File: src/rtl/iot_sequencer_pkg.sv
// iot_sequencer_pkg
// Shared definitions for the PDP-8 IOT sequencer:
//   - FSM state encoding (IDLE, P1, G1, P2, G2, P4, FIN)
//   - instruction bit positions of the IOP1/IOP2/IOP4 enables
//   - IOT opcode value and default phase timeout
//   - phase-enable struct and a helper that picks the first phase state
// Instruction words use PDP-8 numbering: bit 0 is the MSB, bit 11 the LSB.
package iot_sequencer_pkg;

  localparam logic [2:0] ST_IDLE = 3'd0;
  localparam logic [2:0] ST_P1   = 3'd1;
  localparam logic [2:0] ST_G1   = 3'd2;
  localparam logic [2:0] ST_P2   = 3'd3;
  localparam logic [2:0] ST_G2   = 3'd4;
  localparam logic [2:0] ST_P4   = 3'd5;
  localparam logic [2:0] ST_FIN  = 3'd6;

  localparam int IOP4_BIT = 9;
  localparam int IOP2_BIT = 10;
  localparam int IOP1_BIT = 11;

  localparam logic [0:2] IOT_OPCODE = 3'b110;

  localparam int DEFAULT_TIMEOUT = 16;

  typedef struct packed {
    logic en1;
    logic en2;
    logic en4;
  } phase_en_t;

  // First state after an accepted start: the lowest enabled phase, or
  // straight to FIN when no phase is enabled.
  function automatic logic [2:0] first_state(input phase_en_t en);
    if (en.en1)      return ST_P1;
    else if (en.en2) return ST_P2;
    else if (en.en4) return ST_P4;
    else             return ST_FIN;
  endfunction

endpackage

File: src/rtl/iot_phase_timer.sv
// iot_phase_timer
// Measures how long the current IOP phase has lasted and decides when it ends.
// Ports:
//   clk, reset   - system clock, asynchronous active-low reset
//   active       - sequencer is in a strobe phase (P1/P2/P4)
//   io_wait      - device asks to stretch the phase
//   phase_end    - this is the final cycle of the phase
//   timed_out    - phase is ending because the stretch limit was reached
module iot_phase_timer #(
  parameter int TIMEOUT = iot_sequencer_pkg::DEFAULT_TIMEOUT
) (
  input  logic clk,
  input  logic reset,
  input  logic active,
  input  logic io_wait,
  output logic phase_end,
  output logic timed_out
);

  logic [7:0] count;
  logic       at_limit;

  assign at_limit  = (count == 8'(TIMEOUT - 1));
  assign phase_end = active && (!io_wait || at_limit);
  assign timed_out = active && io_wait && at_limit;

  // Counter restarts at zero whenever a phase finishes, so the next phase
  // (always separated by a gap or idle cycle) starts from a clean count.
  always_ff @(posedge clk or negedge reset) begin
    if (!reset) begin
      count <= 8'd0;
    end else if (active && !phase_end) begin
      count <= count + 8'd1;
    end else begin
      count <= 8'd0;
    end
  end

endmodule

File: src/rtl/iot_sequencer.sv
// iot_sequencer
// Turns one PDP-8 IOT instruction into timed IOP1/IOP2/IOP4 strobes, collects
// device responses and returns the merged AC and skip flag to the CPU.
// Ports:
//   clk, reset            - system clock, asynchronous active-low reset
//   start                 - one-cycle pulse: IOT decoded, begin sequence
//   instruction, ac       - sampled on an accepted start
//   io_wait               - device stretches the current phase
//   io_skip, io_data,
//   io_clr_ac             - device responses, sampled on a phase's last cycle
//   dev_sel               - device code, held from accept to next accept
//   iop1, iop2, iop4      - phase strobes
//   busy, done            - sequence in progress / one-cycle completion
//   ac_out, skip_out      - results, updated with done
//   timeout_err           - sticky phase-timeout flag, cleared on accept
module iot_sequencer #(
  parameter int TIMEOUT = iot_sequencer_pkg::DEFAULT_TIMEOUT
) (
  input  logic        clk,
  input  logic        reset,
  input  logic        start,
  input  logic [0:11] instruction,
  input  logic [0:11] ac,
  input  logic        io_wait,
  input  logic        io_skip,
  input  logic [0:11] io_data,
  input  logic        io_clr_ac,
  output logic [0:5]  dev_sel,
  output logic        iop1,
  output logic        iop2,
  output logic        iop4,
  output logic        busy,
  output logic        done,
  output logic [0:11] ac_out,
  output logic        skip_out,
  output logic        timeout_err
);

  import iot_sequencer_pkg::*;

  logic [2:0]  state;
  logic [2:0]  state_next;
  phase_en_t   en_q;
  phase_en_t   start_en;
  logic [0:11] result;
  logic [0:11] result_next;
  logic        skip_acc;
  logic        skip_next;
  logic        accept;
  logic        in_phase;
  logic        phase_end;
  logic        timed_out;

  assign start_en.en1 = instruction[IOP1_BIT];
  assign start_en.en2 = instruction[IOP2_BIT];
  assign start_en.en4 = instruction[IOP4_BIT];

  assign accept   = start && (state == ST_IDLE) && (instruction[0:2] == IOT_OPCODE);
  assign in_phase = (state == ST_P1) || (state == ST_P2) || (state == ST_P4);

  iot_phase_timer #(.TIMEOUT(TIMEOUT)) u_timer (
    .clk       (clk),
    .reset     (reset),
    .active    (in_phase),
    .io_wait   (io_wait),
    .phase_end (phase_end),
    .timed_out (timed_out)
  );

  // Next state and accumulator updates. A gap state is entered only when a
  // later phase is enabled, so the last phase falls straight into FIN.
  // G1 precedes P2, G2 precedes P4 (whether coming from P1 or P2).
  always_comb begin
    state_next  = state;
    result_next = result;
    skip_next   = skip_acc;
    case (state)
      ST_IDLE: begin
        if (accept) begin
          state_next  = first_state(start_en);
          result_next = ac;
          skip_next   = 1'b0;
        end
      end
      ST_P1: begin
        if (phase_end) begin
          if (en_q.en2)      state_next = ST_G1;
          else if (en_q.en4) state_next = ST_G2;
          else               state_next = ST_FIN;
        end
      end
      ST_G1: state_next = ST_P2;
      ST_P2: begin
        if (phase_end) state_next = en_q.en4 ? ST_G2 : ST_FIN;
      end
      ST_G2: state_next = ST_P4;
      ST_P4: begin
        if (phase_end) state_next = ST_FIN;
      end
      ST_FIN:  state_next = ST_IDLE;
      default: state_next = ST_IDLE;
    endcase
    if (in_phase && phase_end) begin
      skip_next   = skip_acc | io_skip;
      result_next = (io_clr_ac ? 12'd0 : result) | io_data;
    end
  end

  // Outputs are registered from the next state so strobes, busy and done
  // line up with the state they describe and never glitch between edges.
  always_ff @(posedge clk or negedge reset) begin
    if (!reset) begin
      state       <= ST_IDLE;
      en_q        <= '0;
      result      <= 12'd0;
      skip_acc    <= 1'b0;
      dev_sel     <= 6'd0;
      iop1        <= 1'b0;
      iop2        <= 1'b0;
      iop4        <= 1'b0;
      busy        <= 1'b0;
      done        <= 1'b0;
      ac_out      <= 12'd0;
      skip_out    <= 1'b0;
      timeout_err <= 1'b0;
    end else begin
      state    <= state_next;
      result   <= result_next;
      skip_acc <= skip_next;
      iop1     <= (state_next == ST_P1);
      iop2     <= (state_next == ST_P2);
      iop4     <= (state_next == ST_P4);
      busy     <= (state_next != ST_IDLE);
      done     <= (state_next == ST_FIN);
      if (accept) begin
        en_q        <= start_en;
        dev_sel     <= instruction[3:8];
        timeout_err <= 1'b0;
      end else if (timed_out) begin
        timeout_err <= 1'b1;
      end
      if (state_next == ST_FIN) begin
        ac_out   <= result_next;
        skip_out <= skip_next;
      end
    end
  end

endmodule

File: config.mk
export PLATFORM = sky130hd
export DESIGN_NAME = iot_sequencer
export DESIGN_NICKNAME = d
export VERILOG_FILES = /design/src/rtl/iot_sequencer_pkg.sv /design/src/rtl/iot_phase_timer.sv /design/src/rtl/iot_sequencer.sv
export SDC_FILE = /design/constraint.sdc
export NUM_CORES = 1
export LEC_CHECK = 0
export BUFFER_PORTS_ARGS = -buffer_cell sky130_fd_sc_hd__buf_2
export CAP_MARGIN = 20
export CELL_PAD_IN_SITES_DETAIL_PLACEMENT = 0
export CELL_PAD_IN_SITES_GLOBAL_PLACEMENT = 1
export CORE_MARGIN = 4
export CORE_UTILIZATION = 40
export CTS_CLUSTER_SIZE = 28
export DETAILED_ROUTE_END_ITERATION = 7
export GPL_TIMING_DRIVEN = 0
export HOLD_SLACK_MARGIN = 0.15
export PLACE_DENSITY = 0.78
export SETUP_SLACK_MARGIN = 0.15
export SYNTH_ARGS = -nofsm -noshare
export SYNTH_HDL_FRONTEND = slang
export SYNTH_SLANG_ARGS = --single-unit
export TNS_END_PERCENT = 1
File: constraint.sdc
create_clock -name clk -period 3.7 [get_ports clk]
set_clock_uncertainty 0.15 [all_clocks]
set_input_delay 0 -clock clk [delete_from_list [all_inputs] [get_ports clk]]
set_output_delay 0 -clock clk [all_outputs]
set_load 0.01 [all_outputs]
---- After elaboration in Yosys (flattened, before gate mapping) ----
Index checks and enable logic that the tools add are counted.
storage, ports and cells
  logic and storage cells ................. 64
  output and inout bits ................... 25
  input bits .............................. 42
  bits in registers ....................... 51
operators by class
  reductions and logical operators ........ 15
  bitwise operators ....................... 2
  add/sub/neg operators ................... 1
  mux-type cells .......................... 20
  equality and inequality tests ........... 11
operators with widths
  kind                                                                   number
  12-bit 2-to-1 mux                                                      4
  3-bit 2-to-1 mux                                                       7
  3-bit one-hot mux with 6 select lines                                  1
  3-bit equality test, second input constant                             5
  12-bit bitwise OR                                                      1
  3-bit by 2-bit equality test with 1-bit output, second input constant  3
  8-bit by 1-bit adder with 8-bit output, second input constant          1
  8-bit by 4-bit equality test with 1-bit output, second input constant  1
  8-bit 2-to-1 mux                                                       1
  1-bit logical AND                                                      7
  3-bit by 1-bit equality test with 1-bit output, second input constant  2
  1-bit 2-to-1 mux                                                       5
  2-bit 2-to-1 mux                                                       2
  3-bit zero test                                                        1
  1-bit logical OR                                                       3
  3-bit nonzero test                                                     1
  1-bit zero test                                                        2
  2-bit nonzero test                                                     1
  1-bit bitwise OR                                                       1

---- Depth between registers and ports, before layout ----
Gate-level depths: netlist of run 1.
  depth after elaboration ................. 7
  gate-level depth with buffers ........... 7
  gate-level depth less buffers ........... 6

---- Cells and area by module ----
A second synthesis of run 1 with hierarchy kept.
second synthesis, totals
  cells, all modules ...................... 220
  area total of the unflattened synthesis .. 2334.7 µm²
by module, submodules not included
  module           cells an instance  sequential area each (µm²)  times used  area an instance (µm²)
  iot_sequencer    181                1076.0                      1           1916.8
  iot_phase_timer  39                 200.2                       1           417.9

---- Worst setup path after synthesis of run 1 ----
No wires, ideal clock.
  path type ............................... register -> register
  start point ............................. reg u_timer.count[0]
  end point ............................... reg skip_out
  stages on the path, launching flop included .. 7
  setup time .............................. 0.127 ns
  data required time ...................... 3.423 ns
  slack ................................... 1.330 ns
  clock period less this slack ............ 2.370 ns
  arrival ................................. 2.093 ns
  buffers on the path ..................... 0
  path through ............................ dfrtp_1 ha_1 nand3_1 o21ai_4 a311o_1 a211oi_4 mux2_1
between the ends
  word-level cells in the longest chain between the ends .. 6
  elaborated cells between the ends (all ways) .. 10
  classes of those cells .................. eq/ne: 2; mux: 5; reduce/logical: 3
RTL lines
  what                                                RTL line                                                       RTL
  start: declaration                                  iot_phase_timer.sv:20                                          logic [7:0] count;
  start signal: assignment                            iot_phase_timer.sv:33                                          count <= count + 8'd1;
  8-bit by 4-bit equality test with 1-bit output (*)  iot_phase_timer.sv:23                                          assign at_limit = (count == 8'(TIMEOUT - 1));
  1-bit logical OR (*)                                iot_phase_timer.sv:24                                          assign phase_end = active && (!io_wait || at_limit);
  1-bit logical AND (*)                               iot_phase_timer.sv:24
  3-bit 2-to-1 mux (on tied branches)                 iot_sequencer.sv:98, iot_sequencer.sv:86, iot_sequencer.sv:94
  3-bit one-hot mux with 6 select lines               iot_sequencer.sv:77                                            case (state)
  3-bit equality test                                 iot_sequencer.sv:142                                           if (state_next == ST_FIN) begin
  end signal: assignment                              iot_sequencer.sv:144                                           skip_out <= skip_next;
  end: declaration                                    iot_sequencer.sv:35                                            output logic skip_out,
Mark *: on every way between the ends. The rest lies on a longest branch, timed or not.
A chain may end at the register's enable or synchronous reset.

---- Final worst setup path of run 1 ----
  start point ............................. reg u_timer.count[4]
  end point ............................... reg ac_out[4] (netlist bit)
between the ends
  word-level cells in the longest chain between the ends .. 6
  elaborated cells between the ends (all ways) .. 10
  classes of those cells .................. eq/ne: 2; mux: 5; reduce/logical: 3
RTL lines
  what                                                RTL line                                                       RTL
  8-bit by 4-bit equality test with 1-bit output (*)  iot_phase_timer.sv:23
  1-bit logical OR (*)                                iot_phase_timer.sv:24
  1-bit logical AND (*)                               iot_phase_timer.sv:24
  3-bit 2-to-1 mux (on tied branches)                 iot_sequencer.sv:98, iot_sequencer.sv:86, iot_sequencer.sv:94
  3-bit one-hot mux with 6 select lines               iot_sequencer.sv:77
  3-bit equality test                                 iot_sequencer.sv:142
  end signal: assignment                              iot_sequencer.sv:143                                           ac_out <= result_next;
  end: declaration                                    iot_sequencer.sv:34                                            output logic [0:11] ac_out,
Marked as above.

==> metrics.log, run 1 <==
[metrics] setup repair after global routing missed its margin: false
[metrics] per-instance average area after synthesis: 12.4 um^2
[metrics] Rows: 26
[metrics] Netlist cell types: 36
[metrics] top fanout value on the critical path: 10
[metrics] final hold vios: 0
[metrics] number of H-tree branching levels: 2
[metrics] Max VDD drop: 0.349 mV
[metrics] number of enable-type register cells in the synthesized netlist: 0
[metrics] fill cell total of the finished layout: 437
[metrics] Setup Slack @ Placement: approximately 1.1 ns
[metrics] maxcap violations: 0
[metrics] switching component of the power: 0.721 mW
[metrics] iteration count of the initial detailed-routing pass: 5
[metrics] wirelength, routed: approximately 4800 um
[metrics] floorplan core area: 5170 um^2
[metrics] Port Buffer Count: 66
[metrics] FMAX: 0.337 GHz
[metrics] required time of the worst setup path: 3.74 ns
[metrics] number of instances in the synthesized netlist: 174
[metrics] Setup crit start kind: register
[metrics] part of the total power dissipated in the clock network: 0.148
[metrics] kind of path behind the tightest hold check: in2reg
[metrics] drt wl/cell: between 10 and 15 um
[metrics] per-cell via count in the routed design: 4.80
[metrics] Max Root-Sink Buffers: 2
[metrics] final weighted congestion in routability-driven placement: 0.765
[metrics] share of the yosys chip area belonging to registers: 0.590
[metrics] smallest hold slack: ~0.16 ns
[metrics] pwr/cell area: 683 nW/um^2
[metrics] kind of end point of the critical path: register
[metrics] total of endpoints with negative setup slack in the final report: 0
[metrics] clock tree from TritonCTS: yes
[metrics] start-to-end type of the worst setup path: reg2reg
[metrics] actual slew at the worst max-slew pin: between 0.5 and 0.6 ns
[metrics] fraction of final layout cells with drive strength greater than 1: 0.325
[metrics] leakage component of the power: 1.49 nW
[metrics] Die W: around 80 um
[metrics] final cell utilization of the core: 0.597
[metrics] clock transition time at the flip-flop clock pins of the worst setup and hold paths: 0.09 ns
[metrics] antenna violations before repair: 0
[metrics] area growth from synthesis to final layout: 42.7%
[metrics] worst endpoint data arrival time: 3.01 ns
[metrics] clock network latency to the later pin of the worst-skew pair: 0.30 ns
[metrics] post-detailed-placement half-perimeter wirelength: about 3300 um
[metrics] CTS Sinks: 51
[metrics] cell chosen for the clock root: sky130_fd_sc_hd__clkbuf_8
[metrics] drt drc: 0
[metrics] CTS buffer count: 5
[metrics] All-Layer GR Usage: 0.162
[metrics] Flop pwr share: 0.425
[metrics] flops & latches, synth: 51
[metrics] Setup Fix Bufs, Post-CTS: 0
[metrics] Total Die Area: 6650 um^2
[metrics] Total Neg Setup Slack: 0 ns
[metrics] routed via count: 1722
[metrics] Vert. Die Dim: 81.5 um
[metrics] initial core utilization: 0.418
[metrics] Slew HR: 0.620
[metrics] area of the mapped netlist: 2160 um^2
[metrics] antenna-violating nets left: 0
[metrics] top-level I/O count: 67
[metrics] nets in the synthesized netlist: 217
[metrics] number of antenna diodes: 0
[metrics] yosys warns: 0
[metrics] final setup slack of the worst path: 0.731 ns
[metrics] shortest period the worst path allows: 2.97 ns
[metrics] total number of nets in the final design: between 300 and 400
[metrics] part of the total power dissipated in combinational logic: 0.427
[metrics] share of the clock period used by the worst path after layout: 0.802
[metrics] commonest register cell after synthesis: sky130_fd_sc_hd__dfrtp_1
[metrics] internal power: 1.39 mW
[metrics] number of violations reported at the end of detailed-routing iteration 0: 115
[metrics] number of pins exceeding their max-slew limit in the final report: 0
[metrics] share of flip-flops with an asynchronous set or reset after synthesis: 1.00
[metrics] global-route wire length before repair: between 8000 and 9000 um
[metrics] Overflow after GRT: 0
[metrics] largest net degree at the start of global routing: 40
[metrics] run status: finished, final reports clean
[metrics] via count of the first global-routing pass: about 1.7k
[metrics] proportion of total power due to net switching: 0.342
[placed cells by master (no fill, tap or decap), types with 2 or more instances in the layout]
cell	instances
sky130_fd_sc_hd__mux2i_1	12
sky130_fd_sc_hd__a21oi_1	5
sky130_fd_sc_hd__xor2_1	2
sky130_fd_sc_hd__nand2_1	5
sky130_fd_sc_hd__a32oi_2	2
sky130_fd_sc_hd__nand3_1	3
sky130_fd_sc_hd__a222oi_1	12
sky130_fd_sc_hd__buf_2	69
sky130_fd_sc_hd__mux2_2	8
sky130_fd_sc_hd__xnor2_1	3
sky130_fd_sc_hd__dlygate4sd3_1	40
sky130_fd_sc_hd__clkbuf_1	3
sky130_fd_sc_hd__dfrtp_1	51
sky130_fd_sc_hd__clkbuf_8	5
sky130_fd_sc_hd__inv_1	31
sky130_fd_sc_hd__or3_1	2
sky130_fd_sc_hd__and3_1	2
sky130_fd_sc_hd__nor2_1	11
[through the flow]
step / instance area [um^2] / power [mW] / cells
after floorplan: 2160 / 1.40 / 174
final: 3090 / 2.11 / 359
after global placement: 2580 / 1.65 / 310
after detailed placement: 2600 / 1.67 / 311
after CTS: 3090 / 2.13 / 359
after global routing: 3090 / 2.28 / 359
[worst max-delay path, stage by stage, from the launching register on]
cell,delay [ns]
sky130_fd_sc_hd__dfrtp_1,0.42
sky130_fd_sc_hd__or4_4,0.57
sky130_fd_sc_hd__o21ai_4,0.22
sky130_fd_sc_hd__a41oi_1,0.19
sky130_fd_sc_hd__buf_2,0.24
sky130_fd_sc_hd__a222oi_1,0.33
sky130_fd_sc_hd__dlygate4sd3_1,0.64
sky130_fd_sc_hd__mux2i_1,0.09
[final timing paths]
path	start	endpoint	slack (ns)	cells after the start
worst max-delay path	u_timer.count[4]	ac_out[4]	0.73	7
worst min-delay path	instruction[2]	state[0]	0.16	4
worst max register to register	u_timer.count[4]	ac_out[4]	0.73	7
worst min register to register	u_timer.count[0]	u_timer.count[0]	0.32	1
max in group asynchronous	reset	iop1	1.86	4
min in group asynchronous	reset	dev_sel[4]	0.59	4
[sequential cells by signal (all words and copies together), names as in the netlist]
register,cells
timeout_err,1
en_q,2
ac_out,12
state,3
skip_acc,1
u_timer.count,8
busy,1
iop2,1
iop1,1
skip_out,1
done,1
result,12
dev_sel,6
iop4,1
[cells in the mapped netlist (2+ instances only)]
| master | number | area [um^2] |
|---|---|---|
| sky130_fd_sc_hd__nand2_1 | 5 | 18.8 |
| sky130_fd_sc_hd__a32oi_2 | 2 | 32.5 |
| sky130_fd_sc_hd__nand3_1 | 3 | 15.0 |
| sky130_fd_sc_hd__clkbuf_1 | 2 | 7.51 |
| sky130_fd_sc_hd__mux2_2 | 8 | 90.1 |
| sky130_fd_sc_hd__or3_1 | 2 | 12.5 |
| sky130_fd_sc_hd__a21oi_1 | 5 | 25.0 |
| sky130_fd_sc_hd__a222oi_1 | 12 | 120 |
| sky130_fd_sc_hd__mux2i_1 | 12 | 120 |
| sky130_fd_sc_hd__nor2_1 | 11 | 41.3 |
| sky130_fd_sc_hd__inv_1 | 31 | 116 |
| sky130_fd_sc_hd__xnor2_1 | 3 | 26.3 |
| sky130_fd_sc_hd__buf_2 | 3 | 15.0 |
| sky130_fd_sc_hd__and3_1 | 2 | 12.5 |
| sky130_fd_sc_hd__xor2_1 | 2 | 17.5 |
| sky130_fd_sc_hd__dfrtp_1 | 51 | 1280 |
[cell families (layout without fill, tap and decap cells)]
family | after synthesis | in the layout | synth area share
adders and majority gates | 1 | 1 | 0.00578
muxes | 21 | 21 | 0.102
AOI/OAI and AO/OA | 30 | 30 | 0.143
buffers and inverters | 37 | 152 | 0.0694
xor gates and xnor gates | 5 | 5 | 0.0202
DFF | 51 | 51 | 0.590
and+or+nand+nor | 29 | 29 | 0.0694
[repair_timing]
item / 4_1_cts / 5_1_grt
gates resized for setup: 0 / 0
endpoints found under the setup margin: 0 / 0
hold buffers: 40 / 0
endpoints found under the hold margin: 100 / 0
[power by group through the flow]
stage                     clock network, mW  logic (mW)  registers (mW)
after detailed placement                  0       0.765           0.902
after global placement                    0       0.744           0.901
final                                 0.312       0.899           0.896
after CTS                             0.330       0.903           0.898
after global routing                  0.353       0.999           0.928
after floorplan                           0       0.442           0.954
[cell type report]
class,count,area [um^2],share of cell area
buffer,6,33.8,0.0109
clock buffer,6,72.6,0.0235
clock inverter,2,12.5,0.00405
inverter,31,116,0.0377
multi-input combinational,86,737,0.239
sequential,51,1280,0.413
tap,70,87.6,0.0284
timing repair buffer,107,751,0.243
[routing by layer]
layer / share of wire / global-route usage
met2: 0.48 / 0.272
met1: 0.43 / 0.205
met3: 0.081 / 0.0471
met5: 0 / 0
met4: 0.011 / 0.0405
Power figures use the tool's default switching activity.
==> run 2: changes to the inputs <==
- CORE_UTILIZATION: 40 -> 35
- PLACE_DENSITY: 0.78 -> 0.72
- clock period: 3.7 -> 2.7 ns (I/O delays scaled with it)
==> metrics.log, run 2 (same netlist as run 1, synthesis figures left out) <==
[metrics] routed via count: 1752 (was 1722)
[metrics] Rows: 28 (was 26)
[metrics] final weighted congestion in routability-driven placement: 0.750 (was 0.765)
[metrics] Slew HR: 0.598 (was 0.620)
[metrics] top fanout value on the critical path: 5 (was 10)
[metrics] antenna-violating nets left: 0 (unchanged)
[metrics] fill cell total of the finished layout: 553 (was 437)
[metrics] final cell utilization of the core: 0.543 (was 0.597)
[metrics] number of antenna diodes: 0 (unchanged)
[metrics] shortest period the worst path allows: 2.53 ns (was 2.97 ns)
[metrics] leakage component of the power: 1.55 nW (was 1.49 nW)
[metrics] Total Neg Setup Slack: 0 ns (unchanged)
[metrics] global-route wire length before repair: 8850 um (was 8210 um)
[metrics] post-layout instance count excluding filler cells: 374 (was 359)
[metrics] start-to-end type of the worst setup path: reg2reg (unchanged)
[metrics] post-detailed-placement half-perimeter wirelength: 3410 um (was 3270 um)
[metrics] Overflow after GRT: 0 (unchanged)
[metrics] Port Buffer Count: 66 (unchanged)
[metrics] required time of the worst setup path: 2.74 ns (was 3.74 ns)
[metrics] CTS buffer count: 5 (unchanged)
[metrics] drt drc: 0 (unchanged)
[metrics] leading cell types in the layout, fill and taps excluded: sky130_fd_sc_hd__buf_2, sky130_fd_sc_hd__dfrtp_1, sky130_fd_sc_hd__dlygate4sd3_1 (unchanged)
[metrics] setup repair after global routing missed its margin: true (was false)
[metrics] area growth from synthesis to final layout: 49.6% (was 42.7%)
[metrics] CTS Sinks: 51 (unchanged)
[metrics] number of pins exceeding their max-slew limit in the final report: 0 (unchanged)
[metrics] top-level I/O count: 67 (unchanged)
[metrics] run status: finished, final reports clean (unchanged)
[metrics] fraction of final layout cells with drive strength greater than 1: 0.361 (was 0.325)
[metrics] total of endpoints with negative setup slack in the final report: 0 (unchanged)
[metrics] cell chosen for the clock root: sky130_fd_sc_hd__clkbuf_8 (unchanged)
[metrics] clock network latency to the later pin of the worst-skew pair: 0.30 ns (about the same)
[metrics] antenna violations before repair: 0 (unchanged)
[metrics] number of H-tree branching levels: 2 (unchanged)
[metrics] clock tree from TritonCTS: yes (unchanged)
[metrics] kind of end point of the critical path: register (unchanged)
[metrics] per-cell via count in the routed design: 4.68 (was 4.80)
[metrics] final setup slack of the worst path: 0.174 ns (was 0.731 ns)
[metrics] initial core utilization: 0.363 (was 0.418)
[metrics] Max VDD drop: 0.422 mV (was 0.349 mV)
[metrics] maxcap violations: 0 (unchanged)
[metrics] worst endpoint data arrival time: 2.56 ns (was 3.01 ns)
[metrics] kind of path behind the tightest hold check: in2reg (unchanged)
[metrics] All-Layer GR Usage: 0.151 (was 0.162)
[metrics] Die W: 86.6 um (was 81.5 um)
[metrics] iteration count of the initial detailed-routing pass: 5 (unchanged)
[metrics] largest net degree at the start of global routing: 39 (was 40)
[metrics] overall power after layout: 2.86 mW (was 2.11 mW)
[metrics] final hold vios: 0 (unchanged)
[metrics] via count of the first global-routing pass: 1776 (was 1733)
[metrics] Setup crit start kind: register (unchanged)
[metrics] number of violations reported at the end of detailed-routing iteration 0: 94 (was 115)
[metrics] actual slew at the worst max-slew pin: 0.601 ns (was 0.565 ns)
[metrics] leading cell type in the layout, fill and taps excluded: sky130_fd_sc_hd__buf_2 (unchanged)
[metrics] Vert. Die Dim: 86.6 um (was 81.5 um)
[metrics] FMAX: 0.396 GHz (was 0.337 GHz)
[metrics] # placed instances: 316 (was 311)
[metrics] largest registers: ac_out (12), result (12), u_timer.count (8) (unchanged)
[metrics] Max Root-Sink Buffers: 2 (unchanged)
[metrics] Total Die Area: 7500 um^2 (was 6650 um^2)
[metrics] pwr/cell area: 884 nW/um^2 (was 683 nW/um^2)
[metrics] total number of nets in the final design: 341 (was 331)
[metrics] drt wl/cell: 14.3 um (was 13.5 um)
[metrics] Setup Slack @ Placement: 0.0652 ns (was 1.09 ns)
[metrics] share of the clock period used by the worst path after layout: 0.936 (was 0.802)
[metrics] wirelength, routed: 5370 um (was 4840 um)
[metrics] clock transition time at the flip-flop clock pins of the worst setup and hold paths: 0.09 ns (about the same)
[metrics] floorplan core area: 5960 um^2 (was 5170 um^2)
-- run 2: changes by cell type in the layout (fill, tap and decap cells not counted), sizes merged --
| cell | delta |
|---|---|
| buf | +10 |
| clkbuf | -1 |
| clkinvlp | +1 |
-- run 2: timing repair --
action,CTS,global route
hold buffers,40,0
pin swaps,1,8
buffers inserted,1,7
gates resized for setup,0,12
cloned,0,2
endpoints found under the hold margin,100,0
endpoints found under the setup margin,10,16
-- run 2: area by class of cell --
cell class	instances	area, um^2	area share
Sequential cell	51	1280	0.394
Timing Repair Buffer	117	821	0.254
Multi-Input combinational cell	86	800	0.247
Inverter	31	116	0.0359
Tap cell	75	93.8	0.0290
Clock buffer	5	68.8	0.0213
Buffer	6	41.3	0.0128
Clock inverter	3	20.0	0.00618
-- run 2: power breakdown --
group          internal, mW  switching, mW
sequential             1.08          0.151
clock                 0.181          0.259
combinational         0.565          0.624
-- run 2: metal layers --
metal / GRT usage / routed length (um)
met2: 0.234 / 2470
met5: 0 / 0
met1: 0.209 / 2440
met4: 0.0297 / 40
met3: 0.0466 / 413
-- run 2: critical path, stage by stage, from the launching register on --
cell                       delay (ns)
sky130_fd_sc_hd__dfrtp_1         0.39
sky130_fd_sc_hd__or4_4           0.59
sky130_fd_sc_hd__o21ai_4         0.31
sky130_fd_sc_hd__buf_4           0.17
sky130_fd_sc_hd__a311o_1         0.25
sky130_fd_sc_hd__a211oi_4        0.10
sky130_fd_sc_hd__buf_4           0.15
sky130_fd_sc_hd__mux2_1          0.29
-- run 2: metrics by stage --
stage                     hold WS, ns  cell area [um^2]
after floorplan                -0.446              2160
after global placement         0.0817              2590
after detailed placement       -0.211              2610
after CTS                       0.150              3100
after global routing            0.234              3240
final                           0.205              3240
-- run 2: worst paths after layout --
kind	from	slack [ns]	cells past startpoint	endpoint
setup / recovery	u_timer.count[6]	0.17	7	skip_out
hold / removal	instruction[1]	0.21	4	state[0]
setup reg to reg	u_timer.count[6]	0.17	7	skip_out
hold reg to reg	u_timer.count[0]	0.32	1	u_timer.count[0]
max in group asynchronous	reset	0.79	4	ac_out[10]
min in group asynchronous	reset	0.60	4	dev_sel[1]
==> run 3: changes to the inputs <==
- REMOVE_ABC_BUFFERS: not set -> 1
==> metrics.log, run 3 (same netlist as run 1, synthesis figures left out) <==
[metrics] Port Buffer Count: 66 (unchanged)
[metrics] run status: finished, final reports clean (unchanged)
[metrics] post-detailed-placement half-perimeter wirelength: 3420 um (was 3410 um)
[metrics] Slew HR: 0.603 (was 0.598)
[metrics] share of the clock period used by the worst path after layout: 0.940 (was 0.936)
[metrics] initial core utilization: 0.363 (unchanged)
[metrics] shortest period the worst path allows: 2.54 ns (was 2.53 ns)
[metrics] pwr/cell area: 869 nW/um^2 (was 884 nW/um^2)
[metrics] Largest stage delay, worst path: 0.57 ns (was 0.59 ns)
[metrics] Vert. Die Dim: 86.6 um (unchanged)
[metrics] Flop pwr share: 0.452 (was 0.431)
[metrics] overall power after layout: 2.79 mW (was 2.86 mW)
[metrics] CTS Sinks: 51 (unchanged)
[metrics] Overflow after GRT: 0 (unchanged)
[metrics] actual slew at the worst max-slew pin: 0.596 ns (was 0.601 ns)
[metrics] iteration count of the initial detailed-routing pass: 7 (was 5)
[metrics] clock tree from TritonCTS: yes (unchanged)
[metrics] Rows: 28 (unchanged)
[metrics] leading cell type in the layout, fill and taps excluded: sky130_fd_sc_hd__buf_2 (unchanged)
[metrics] per-cell via count in the routed design: 4.71 (was 4.68)
[metrics] worst endpoint data arrival time: 2.57 ns (was 2.56 ns)
[metrics] proportion of total power due to net switching: 0.353 (was 0.361)
[metrics] antenna violations before repair: 0 (unchanged)
[metrics] Setup crit start kind: register (unchanged)
[metrics] final hold vios: 0 (unchanged)
[metrics] switching component of the power: 0.986 mW (was 1.03 mW)
[metrics] Total Die Area: 7500 um^2 (unchanged)
[metrics] area growth from synthesis to final layout: 48.6% (was 49.6%)
[metrics] part of the total power dissipated in the clock network: 0.143 (was 0.154)
[metrics] Max VDD drop: 0.400 mV (was 0.422 mV)
[metrics] leakage component of the power: 1.54 nW (was 1.55 nW)
[metrics] maxcap violations: 0 (unchanged)
[metrics] antenna-violating nets left: 0 (unchanged)
[metrics] All-Layer GR Usage: 0.141 (was 0.151)
[metrics] instance area at placement: 2600 um^2 (was 2610 um^2)
[metrics] largest registers: ac_out (12), result (12), u_timer.count (8) (unchanged)
[metrics] setup repair after global routing missed its margin: true (unchanged)
[metrics] part of the total power dissipated in combinational logic: 0.405 (was 0.416)
[metrics] total number of nets in the final design: 335 (was 341)
[metrics] required time of the worst setup path: 2.73 ns (was 2.74 ns)
[metrics] routed via count: 1724 (was 1752)
[metrics] clock transition time at the flip-flop clock pins of the worst setup and hold paths: 0.08 ns (was 0.09 ns)
[metrics] drt wl/cell: 13.9 um (was 14.3 um)
[metrics] CTS buffer count: 5 (unchanged)
[metrics] clock network latency to the later pin of the worst-skew pair: 0.29 ns (was 0.30 ns)
[metrics] number of antenna diodes: 0 (unchanged)
[metrics] finished layout cell area: 3210 um^2 (was 3240 um^2)
[metrics] Die W: 86.6 um (unchanged)
[metrics] drt drc: 0 (unchanged)
[metrics] fill cell total of the finished layout: 536 (was 553)
[metrics] total of endpoints with negative setup slack in the final report: 0 (unchanged)
[metrics] global-route wire length before repair: 8320 um (was 8850 um)
[metrics] start-to-end type of the worst setup path: reg2reg (unchanged)
[metrics] internal power: 1.81 mW (was 1.83 mW)
[metrics] kind of path behind the tightest hold check: in2reg (unchanged)
[metrics] cells along the critical path: or4_4 > o21ai_4 > a32oi_4 > a211oi_4 > buf_12 > mux2_1 (was or4_4 > o21ai_4 > buf_4 > a311o_1 > a211oi_4 > buf_4 > mux2_1)
[metrics] final cell utilization of the core: 0.540 (was 0.543)
[metrics] wirelength, routed: 5090 um (was 5370 um)
[metrics] fraction of final layout cells with drive strength greater than 1: 0.354 (was 0.361)
[metrics] Total Neg Setup Slack: 0 ns (unchanged)
[metrics] master of the slowest instance on the critical path: sky130_fd_sc_hd__or4_4 (unchanged)
[metrics] Max Root-Sink Buffers: 2 (unchanged)
[metrics] number of pins exceeding their max-slew limit in the final report: 0 (unchanged)
[metrics] top fanout value on the critical path: 6 (was 5)
[metrics] leading cell types in the layout, fill and taps excluded: sky130_fd_sc_hd__buf_2, sky130_fd_sc_hd__dfrtp_1, sky130_fd_sc_hd__dlygate4sd3_1 (unchanged)
[metrics] kind of end point of the critical path: register (unchanged)
[metrics] largest net degree at the start of global routing: 27 (was 39)
[metrics] final setup slack of the worst path: 0.161 ns (was 0.174 ns)
[metrics] number of H-tree branching levels: 2 (unchanged)
[metrics] number of violations reported at the end of detailed-routing iteration 0: 102 (was 94)
[metrics] Setup Slack @ Placement: -0.448 ns (was 0.0652 ns)
[metrics] cell chosen for the clock root: sky130_fd_sc_hd__clkbuf_8 (unchanged)
[metrics] FMAX: 0.394 GHz (was 0.396 GHz)
[metrics] via count of the first global-routing pass: 1770 (was 1776)
[metrics] top-level I/O count: 67 (unchanged)
[metrics] floorplan core area: 5960 um^2 (unchanged)
[metrics] final weighted congestion in routability-driven placement: 0.711 (was 0.750)
==> run 3: changes by cell type in the layout (fill, tap and decap cells not counted), sizes merged <==
cell	before	now
buf	81	80
dlygate4sd3	40	37
clkbuf	7	6
clkinv	1	0
clkinvlp	2	0
==> run 3: path summary, 6_finish.rpt <==
| path | start | endpoint | slack (ns) | cells after the start |
|---|---|---|---|---|
| min in group asynchronous | reset | ac_out[2] | 0.60 | 4 |
| max in group asynchronous | reset | u_timer.count[7] | 1.64 | 4 |
| min reg2reg | u_timer.count[0] | u_timer.count[0] | 0.31 | 1 |
| max reg2reg | u_timer.count[4] | skip_out | 0.16 | 6 |
| max | u_timer.count[4] | skip_out | 0.16 | 6 |
| min | instruction[2] | state[0] | 0.20 | 4 |
==> run 3: power groups by stage <==
stage               Clock, mW  Combinational, mW  Sequential (mW)
floorplan                   0              0.564             1.33
global placement            0              0.985             1.26
detailed placement          0               1.02             1.27
CTS                     0.418               1.11             1.26
global route            0.448               1.27             1.31
finish                  0.399               1.13             1.26
==> run 3: layer usage <==
layer / part of all wire / up-vias / track usage
met3: 0.048 / 5 / 0.0333
met2: 0.51 / 48 / 0.243
met1: 0.44 / 829 / 0.177
met4: 0.011 / 0 / 0.0340
met5: 0 / - / 0
li1: - / 842 / -
==> run 3: cell type report <==
cell class	instances	area, um^2	area share
Multi-Input combinational cell	86	792	0.246
Sequential cell	51	1280	0.397
Inverter	31	116	0.0362
Timing Repair Buffer	117	863	0.269
Tap cell	75	93.8	0.0292
Clock buffer	6	72.6	0.0226
==> run 3: stage by stage <==
step                hold WS, ns  std cells
global placement         0.0829        309
detailed placement      -0.0897        312
CTS                       0.191        361
global route              0.231        366
finish                    0.197        366
floorplan                -0.446        168
==> run 3: repair_timing <==
action                                 in CTS  in global routing
endpoints found under the hold margin     100                  0
setup buffers                               5                  5
setup endpoints to repair                  21                 18
pin swaps                                   2                  4
gates resized for setup                     1                  5
hold buffers                               38                  0
==> run 3: worst max-delay path: cells and delay by family, from the launching register on <==
kind | cells | cell delay (ns)
compound gates | 3 | 0.82
buf+inv | 1 | 0.16
flops | 1 | 0.41
mux | 1 | 0.31
simple gates | 1 | 0.57
